### config.mk
export PLATFORM = sky130hd
export DESIGN_NAME = seq_shift_unit
export DESIGN_NICKNAME = d
export VERILOG_FILES = /design/src/rtl/seq_shift_unit.sv
export SDC_FILE = /design/constraint.sdc
export NUM_CORES = 1
export LEC_CHECK = 0
export ABC_AREA = 1
export CAP_MARGIN = 15
export CORE_AREA = 3 3 81 114
export CTS_CLUSTER_SIZE = 24
export DETAILED_ROUTE_END_ITERATION = 6
export DIE_AREA = 0 0 84 117
export PLACE_DENSITY = 0.5
export SYNTH_ARGS = -nofsm -noshare
export SYNTH_HDL_FRONTEND = slang
export SYNTH_SLANG_ARGS = --single-unit
### constraint.sdc
create_clock -name clk_i -period 2.75 [get_ports clk_i]
set_input_delay 0.6875 -clock clk_i [delete_from_list [all_inputs] [get_ports clk_i]]
set_output_delay 0.6875 -clock clk_i [all_outputs]
set_load 0.01 [all_outputs]
### src/rtl/seq_shift_unit.sv
// rtl/seq_shift_unit.sv - multi-cycle LSL/LSR/ASR shifter, STEP bits per clock, valid/ready both sides
// Define SEQ_SHIFT_ROTATE_EN to add ROL/ROR; otherwise modes 011/100 report err.
module seq_shift_unit #(
    parameter int WIDTH = 16,
    parameter int AMT_W = 5,
    parameter int STEP  = 1
) (
    input  logic             clk_i,
    input  logic             rst_i,
    input  logic             in_valid_i,
    output logic             in_ready_o,
    input  logic [WIDTH-1:0] a_i,
    input  logic [WIDTH-1:0] b_i,
    input  logic [2:0]       mode_i,
    output logic             out_valid_o,
    input  logic             out_ready_i,
    output logic [WIDTH-1:0] y_o,
    output logic             of_o,
    output logic             err_o,
    output logic             busy_o
);
    localparam int CW = $clog2(WIDTH + 1);
    localparam logic [CW-1:0] WIDTH_C = CW'(WIDTH);
    localparam logic [CW-1:0] STEP_C  = CW'(STEP);
`ifdef SEQ_SHIFT_ROTATE_EN
    localparam int LW = $clog2(WIDTH);
`endif

    typedef enum logic [1:0] {IDLE, SHIFT, DONE} state_t;

    state_t           state_q;
    logic             in_ready_q, busy_q, out_valid_q, of_q, err_q;
    logic [WIDTH-1:0] y_q, w_q, w_d;
    logic [CW-1:0]    rem_q, rem_d, sh, cnt_load;
    logic [2:0]       mode_q;
    logic             sign_q, ill_q, illegal_in;
    logic [AMT_W-1:0] amt;

    assign amt = b_i[AMT_W-1:0];

    generate
        if (AMT_W < WIDTH) begin : g_unused
            logic unused_b;
            assign unused_b = ^b_i[WIDTH-1:AMT_W];
        end
    endgenerate

    // Plain shifts saturate at WIDTH steps, which naturally yields 0 or all sign copies.
    always_comb begin
        illegal_in = 1'b0;
        cnt_load   = '0;
        case (mode_i)
            3'b000, 3'b001, 3'b010:
                cnt_load = (32'(amt) >= 32'(WIDTH)) ? WIDTH_C : CW'(amt);
`ifdef SEQ_SHIFT_ROTATE_EN
            3'b011, 3'b100:
                cnt_load = CW'(amt[LW-1:0]);
`endif
            default: illegal_in = 1'b1;
        endcase
    end

    assign sh    = (rem_q > STEP_C) ? STEP_C : rem_q;
    assign rem_d = rem_q - sh;

    always_comb begin
        w_d = w_q;
        case (mode_q)
            3'b000: w_d = w_q << sh;
            3'b001: w_d = w_q >> sh;
            3'b010: w_d = $unsigned($signed(w_q) >>> sh);
`ifdef SEQ_SHIFT_ROTATE_EN
            3'b011: w_d = (w_q << sh) | (w_q >> (WIDTH_C - sh));
            3'b100: w_d = (w_q >> sh) | (w_q << (WIDTH_C - sh));
`endif
            default: w_d = w_q;
        endcase
    end

    always_ff @(posedge clk_i or posedge rst_i) begin
        if (rst_i) begin
            state_q     <= IDLE;
            in_ready_q  <= 1'b1;
            busy_q      <= 1'b0;
            out_valid_q <= 1'b0;
            y_q         <= '0;
            of_q        <= 1'b0;
            err_q       <= 1'b0;
            w_q         <= '0;
            rem_q       <= '0;
            mode_q      <= '0;
            sign_q      <= 1'b0;
            ill_q       <= 1'b0;
        end else begin
            case (state_q)
                IDLE: begin
                    if (in_valid_i) begin
                        w_q        <= a_i;
                        sign_q     <= a_i[WIDTH-1];
                        mode_q     <= mode_i;
                        ill_q      <= illegal_in;
                        rem_q      <= cnt_load;
                        state_q    <= SHIFT;
                        in_ready_q <= 1'b0;
                        busy_q     <= 1'b1;
                    end
                end
                SHIFT: begin
                    if (rem_q == '0) begin
                        state_q <= DONE;
                    end else begin
                        w_q   <= w_d;
                        rem_q <= rem_d;
                    end
                end
                DONE: begin
                    // First DONE cycle publishes the result; afterwards wait for the consumer.
                    if (!out_valid_q) begin
                        out_valid_q <= 1'b1;
                        y_q         <= w_q;
                        of_q        <= ill_q ? 1'b0 : (sign_q ^ w_q[WIDTH-1]);
                        err_q       <= ill_q;
                    end else if (out_ready_i) begin
                        out_valid_q <= 1'b0;
                        state_q     <= IDLE;
                        in_ready_q  <= 1'b1;
                        busy_q      <= 1'b0;
                    end
                end
                default: state_q <= IDLE;
            endcase
        end
    end

    assign in_ready_o  = in_ready_q;
    assign busy_o      = busy_q;
    assign out_valid_o = out_valid_q;
    assign y_o         = y_q;
    assign of_o        = of_q;
    assign err_o       = err_q;
endmodule
== Word level (Yosys, flattened, before mapping) ==
Cells that the tools add are included.

* Register bits: 49
* Bits of input ports: 39
* Output and inout port bits: 21
* Logic and storage cells: 72

* Add/sub/neg operators: 1
* $lt $le $gt $ge: 2
* Eq/ne operators: 12
* Shifts and indexed selects: 3
* Multiplexer cells: 27
* Bitwise logic cells: 2
* Reduce and logical (&&, ||, !) cells: 13

{| class="wikitable"
|+ Operator list
! operator !! count
|-
| $pmux W16 S3 || 1
|-
| $mux W16 || 2
|-
| $pmux W16 S2 || 1
|-
| $mux W5 || 5
|-
| $shl A16 B5 Y16 || 1
|-
| $shr A16 B5 Y16 || 1
|-
| $sshr A16 B5 Y16 || 1
|-
| $reduce_and A4 Y1 || 3
|-
| $mux W1 || 10
|-
| $ne A2 B2 Y1 const B || 5
|-
| $pmux W5 S2 || 1
|-
| $mux W2 || 4
|-
| $eq A3 B1 Y1 const B || 2
|-
| $eq A3 B2 Y1 const B || 2
|-
| $logic_not A3 Y1 || 2
|-
| $pmux W2 S3 || 1
|-
| $ge A5 B5 Y1 const B || 1
|-
| $gt A5 B1 Y1 const B || 1
|-
| $logic_not A5 Y1 || 1
|-
| $sub A5 B5 Y5 || 1
|-
| $ne A4 B1 Y1 const B || 1
|-
| $pmux W1 S2 || 2
|-
| $reduce_and A2 Y1 || 2
|-
| $reduce_bool A2 Y1 || 2
|-
| 7 further kinds || 7
|}

== Logic depth before layout (Yosys ltp) ==
* Word-level depth: 6
* Gate-level depth with buffers: 10
* Depth with buffers taken out: 9

== Worst setup path after synthesis ==
No wires, ideal clock.

* Path type: input to register
* Start point: input in_valid_i
* End point: register w_q[0]
* Library setup time: 123 ps
* Data arrival time: 1291 ps
* Data required time: 2627 ps
* Setup slack: 1336 ps
* Stages: 7
* Cells stage by stage: nand2_2 > nand2_4 > nand2_4 > inv_4 > buf_6 > o21ai_0 > nand2_1

* Word-level cells in the longest chain between the ends: 2

{| class="wikitable"
|+ RTL lines
! item !! line !! RTL
|-
| start: declaration || 10 || <nowiki>input logic in_valid_i,</nowiki>
|-
| $ne A2 B2 Y1 (no source line) || - ||
|-
| $reduce_and A4 Y1 (no source line) || - ||
|-
| end signal: assignment || 98 || <nowiki>w_q <= a_i;</nowiki>
|-
| end signal: assignment || 112 || <nowiki>w_q <= w_d;</nowiki>
|-
| end: declaration || 33 || <nowiki>logic [WIDTH-1:0] y_q, w_q, w_d;</nowiki>
|}

Every way passes these cells.
A chain may end at the register's enable or synchronous reset.

== Worst setup path after layout ==
* Start point: register in_ready_q, in the netlist in_ready_o
* End point: output in_ready_o

{| class="wikitable"
|+ RTL lines
! item !! line !! RTL
|-
| start: declaration || 32 || <nowiki>logic in_ready_q, busy_q, out_valid_q, of_q, err_q;</nowiki>
|-
| start signal: assignment || 83 || <nowiki>in_ready_q <= 1'b1;</nowiki>
|-
| start signal: assignment || 104 || <nowiki>in_ready_q <= 1'b0;</nowiki>
|-
| start signal: assignment || 126 || <nowiki>in_ready_q <= 1'b1;</nowiki>
|-
| end: declaration || 11 || <nowiki>output logic in_ready_o,</nowiki>
|}

No word-level cell between the ends.

==> results.json <==
{
  "peakVddDrop_mv": 0.481,
  "routedWlPerCell_microns": 12.9,
  "rsz0062_at_grt": "no",
  "finalCriticalPeriod_ns": 2.03,
  "ys_dominant_reg_cell": "dfrtp_1",
  "period_share": 0.739,
  "clock_sinks": 49,
  "dp_cells": 466,
  "grt_max_degree": 26,
  "yosysWarnings": 0,
  "setup_violations": 0,
  "path_buf_inv": 1,
  "holdBufCountCts": 0,
  "ctsResizeCount": 0,
  "io_buffers": 48,
  "crit_chain": "clkdlybuf4s50_1",
  "min_path_type": "reg2reg",
  "cts_tree": "yes",
  "ys_seq_elements": 49,
  "cts_buffers": 5,
  "cts_setup_buffers": 0,
  "vias": 2149,
  "hold_viol": 0,
  "setup_ws_ns": 0.717,
  "start_util": 0.301,
  "tightest_slew_ns": 0.560,
  "fin_worst_hold_slack_ns": 0.471,
  "critPathLaunchType": "register",
  "worstSetupPathType": "reg2out",
  "first_pass_iters": 4,
  "hpwl_mm": 4.37,
  "finalSetupTns_ns": 0,
  "routed_via_density": 4.53,
  "grt_pass1_vias": 2228,
  "fillCellCount": 865,
  "die_w_microns": 84,
  "drive_gt1_frac": 0.0887,
  "path_clk_slew_ns": 0.07,
  "cap_violations": 0,
  "detail_route.iter0.violations": 108,
  "dp_slack_ns": 0.535,
  "ant_nets": 0,
  "syn-cell-area_sq_um": 2480,
  "synthCells": 324,
  "regArea_sq_um": 1230,
  "core_area_sq_um": 8250,
  "cts-root-buf": "clkbuf_16",
  "route.detailed.drc": 0,
  "io_pins": 60,
  "critPathRequiredTime_ns": 2.06,
  "cp_top_family": "flip-flops",
  "final_max_slew_viol_count": 0,
  "power_w": 0.00400,
  "dieArea_sq_um": 9830,
  "endpoint_kind": "output port",
  "status": "finished, final reports clean",
  "multiInputGateArea_sq_um": 1090,
  "cpPeakStageDelay_ns": 0.53,
  "leakagePower_nw": 1.58,
  "grt_overflow": 0,
  "r2r_slack_ns": 1.01,
  "cts_buffer_depth": 2,
  "area_growth_pct": 30.3,
  "die_y_microns": 117,
  "synthArstFlopShare": 1.00,
  "grt_first_pass_wirelength_mm": 10.4,
  "worst_path_max_delay_cell": "dfstp_2",
  "gp_congestion": 0.753,
  "antenna_found_initial": 0,
  "worst-path-max-fanout": 2,
  "final_cells": 474,
  "synth_enable_flop_cells": 0,
  "cp_data_arrival_time_ns": 1.35,
  "syn-num-nets": 364,
  "yosysUniqueCellTypes": 30,
  "fmax_ghz": 0.492,
  "avgSynthCellArea_sq_um": 7.67,
  "num-nets-final": 411,
  "wirelength_mm": 6.11,
  "power.density_nw_per_um2": 1230,
  "rows": 39,
  "insertion_delay_ns": 0.29,
  "diodes": 0,
  "grt_use_total": 0.131,
  "relSlewSlack": 0.626,
  "finalClockSkew_ns": 0.00470,
  "synth-seq-area-share": 0.494,
  "cts_htree_levels": 2
}
==> flip-flops by register name, indices dropped and copies added (netlist names), 2 cells and up <==
register  cells
rem_q         5
w_q          16
mode_q        3
state_q       2
y_o          16
==> synth_stat cells, types with 3 or more instances <==
cell      count  share of area
nand2_1     126           0.19
clkbuf_1      3         0.0045
dfrtp_1      48           0.48
inv_1        24          0.036
nor2_1       27          0.041
buf_2         5          0.010
nand3_1      22          0.044
a21oi_1      12          0.024
or2_2        10          0.025
a31oi_1       4          0.010
o21ai_0      19          0.038
nand2_4       3          0.014
==> power by group <==
group	leakage (nW)	switching [W]	total [W]	internal (W)
clock	0.0831	0.000275	0.000729	0.000454
combinational	0.888	0.00116	0.00196	0.000797
sequential	0.607	0.000248	0.00131	0.00106
total	1.58	0.00169	0.00400	0.00231
==> layout by cell type, fill, tap and decap left out, types with 2 or more instances in the layout <==
cell / instances
nor2_1: 27
buf_4: 2
o21a_1: 2
nand2_1: 126
inv_1: 23
o21ai_0: 19
a31oi_1: 4
nand3_1: 22
inv_2: 2
nor2_4: 2
a21oi_1: 12
clkdlybuf4s50_1: 48
or2_2: 10
nand2_4: 3
clkbuf_16: 5
dfrtp_1: 48
==> path summary, 6_finish.rpt <==
| path | from | endpoint | depth (start not counted) |
|---|---|---|---|
| setup / recovery | in_ready_o | in_ready_o | 1 |
| hold / removal | in_ready_o | in_ready_o | 2 |
| setup reg to reg | state_q[1] | w_q[1] | 7 |
| hold reg to reg | in_ready_o | in_ready_o | 2 |
| max in group asynchronous | rst_i | rem_q[4] | 3 |
| min in group asynchronous | rst_i | y_o[9] | 2 |
==> through the flow <==
stage / cell area [sq um] / util
after global placement: 3060 / 0.371
after floorplan: 2480 / -
after detailed placement: 3060 / 0.371
after CTS: 3240 / 0.393
after global routing: 3240 / 0.393
final: 3240 / 0.393
==> logic make-up (layout without fill, tap and decap cells) <==
| group | count (synthesis) | after routing | share of synthesized area |
|---|---|---|---|
| compound gates | 39 | 39 | 0.0851 |
| xor+xnor | 1 | 1 | 0.00353 |
| fa+ha+maj | 1 | 1 | 0.00503 |
| buf+inv | 37 | 85 | 0.0670 |
| flops | 49 | 49 | 0.494 |
| simple gates | 197 | 197 | 0.345 |
==> layout make-up <==
| cell class | count | share of cell area |
|---|---|---|
| flip-flops and latches | 49 | 0.379 |
| well taps | 102 | 0.0394 |
| clock inverters | 2 | 0.0116 |
| inverters | 26 | 0.0309 |
| clock buffers | 6 | 0.0429 |
| multi-input cells | 238 | 0.337 |
| repair buffers | 51 | 0.159 |
==> metal layers <==
metal / vias to the layer above / track usage / wire [microns] / share of wire
li1: 1108 / - / - / -
met3: 2 / 0.0196 / 169 / 0.028
met4: 0 / 0.0472 / 48 / 0.0079
met2: 35 / 0.240 / 3230 / 0.53
met5: - / 0 / 0 / 0
met1: 1004 / 0.157 / 2660 / 0.44
(Power assumes the default switching activity.)
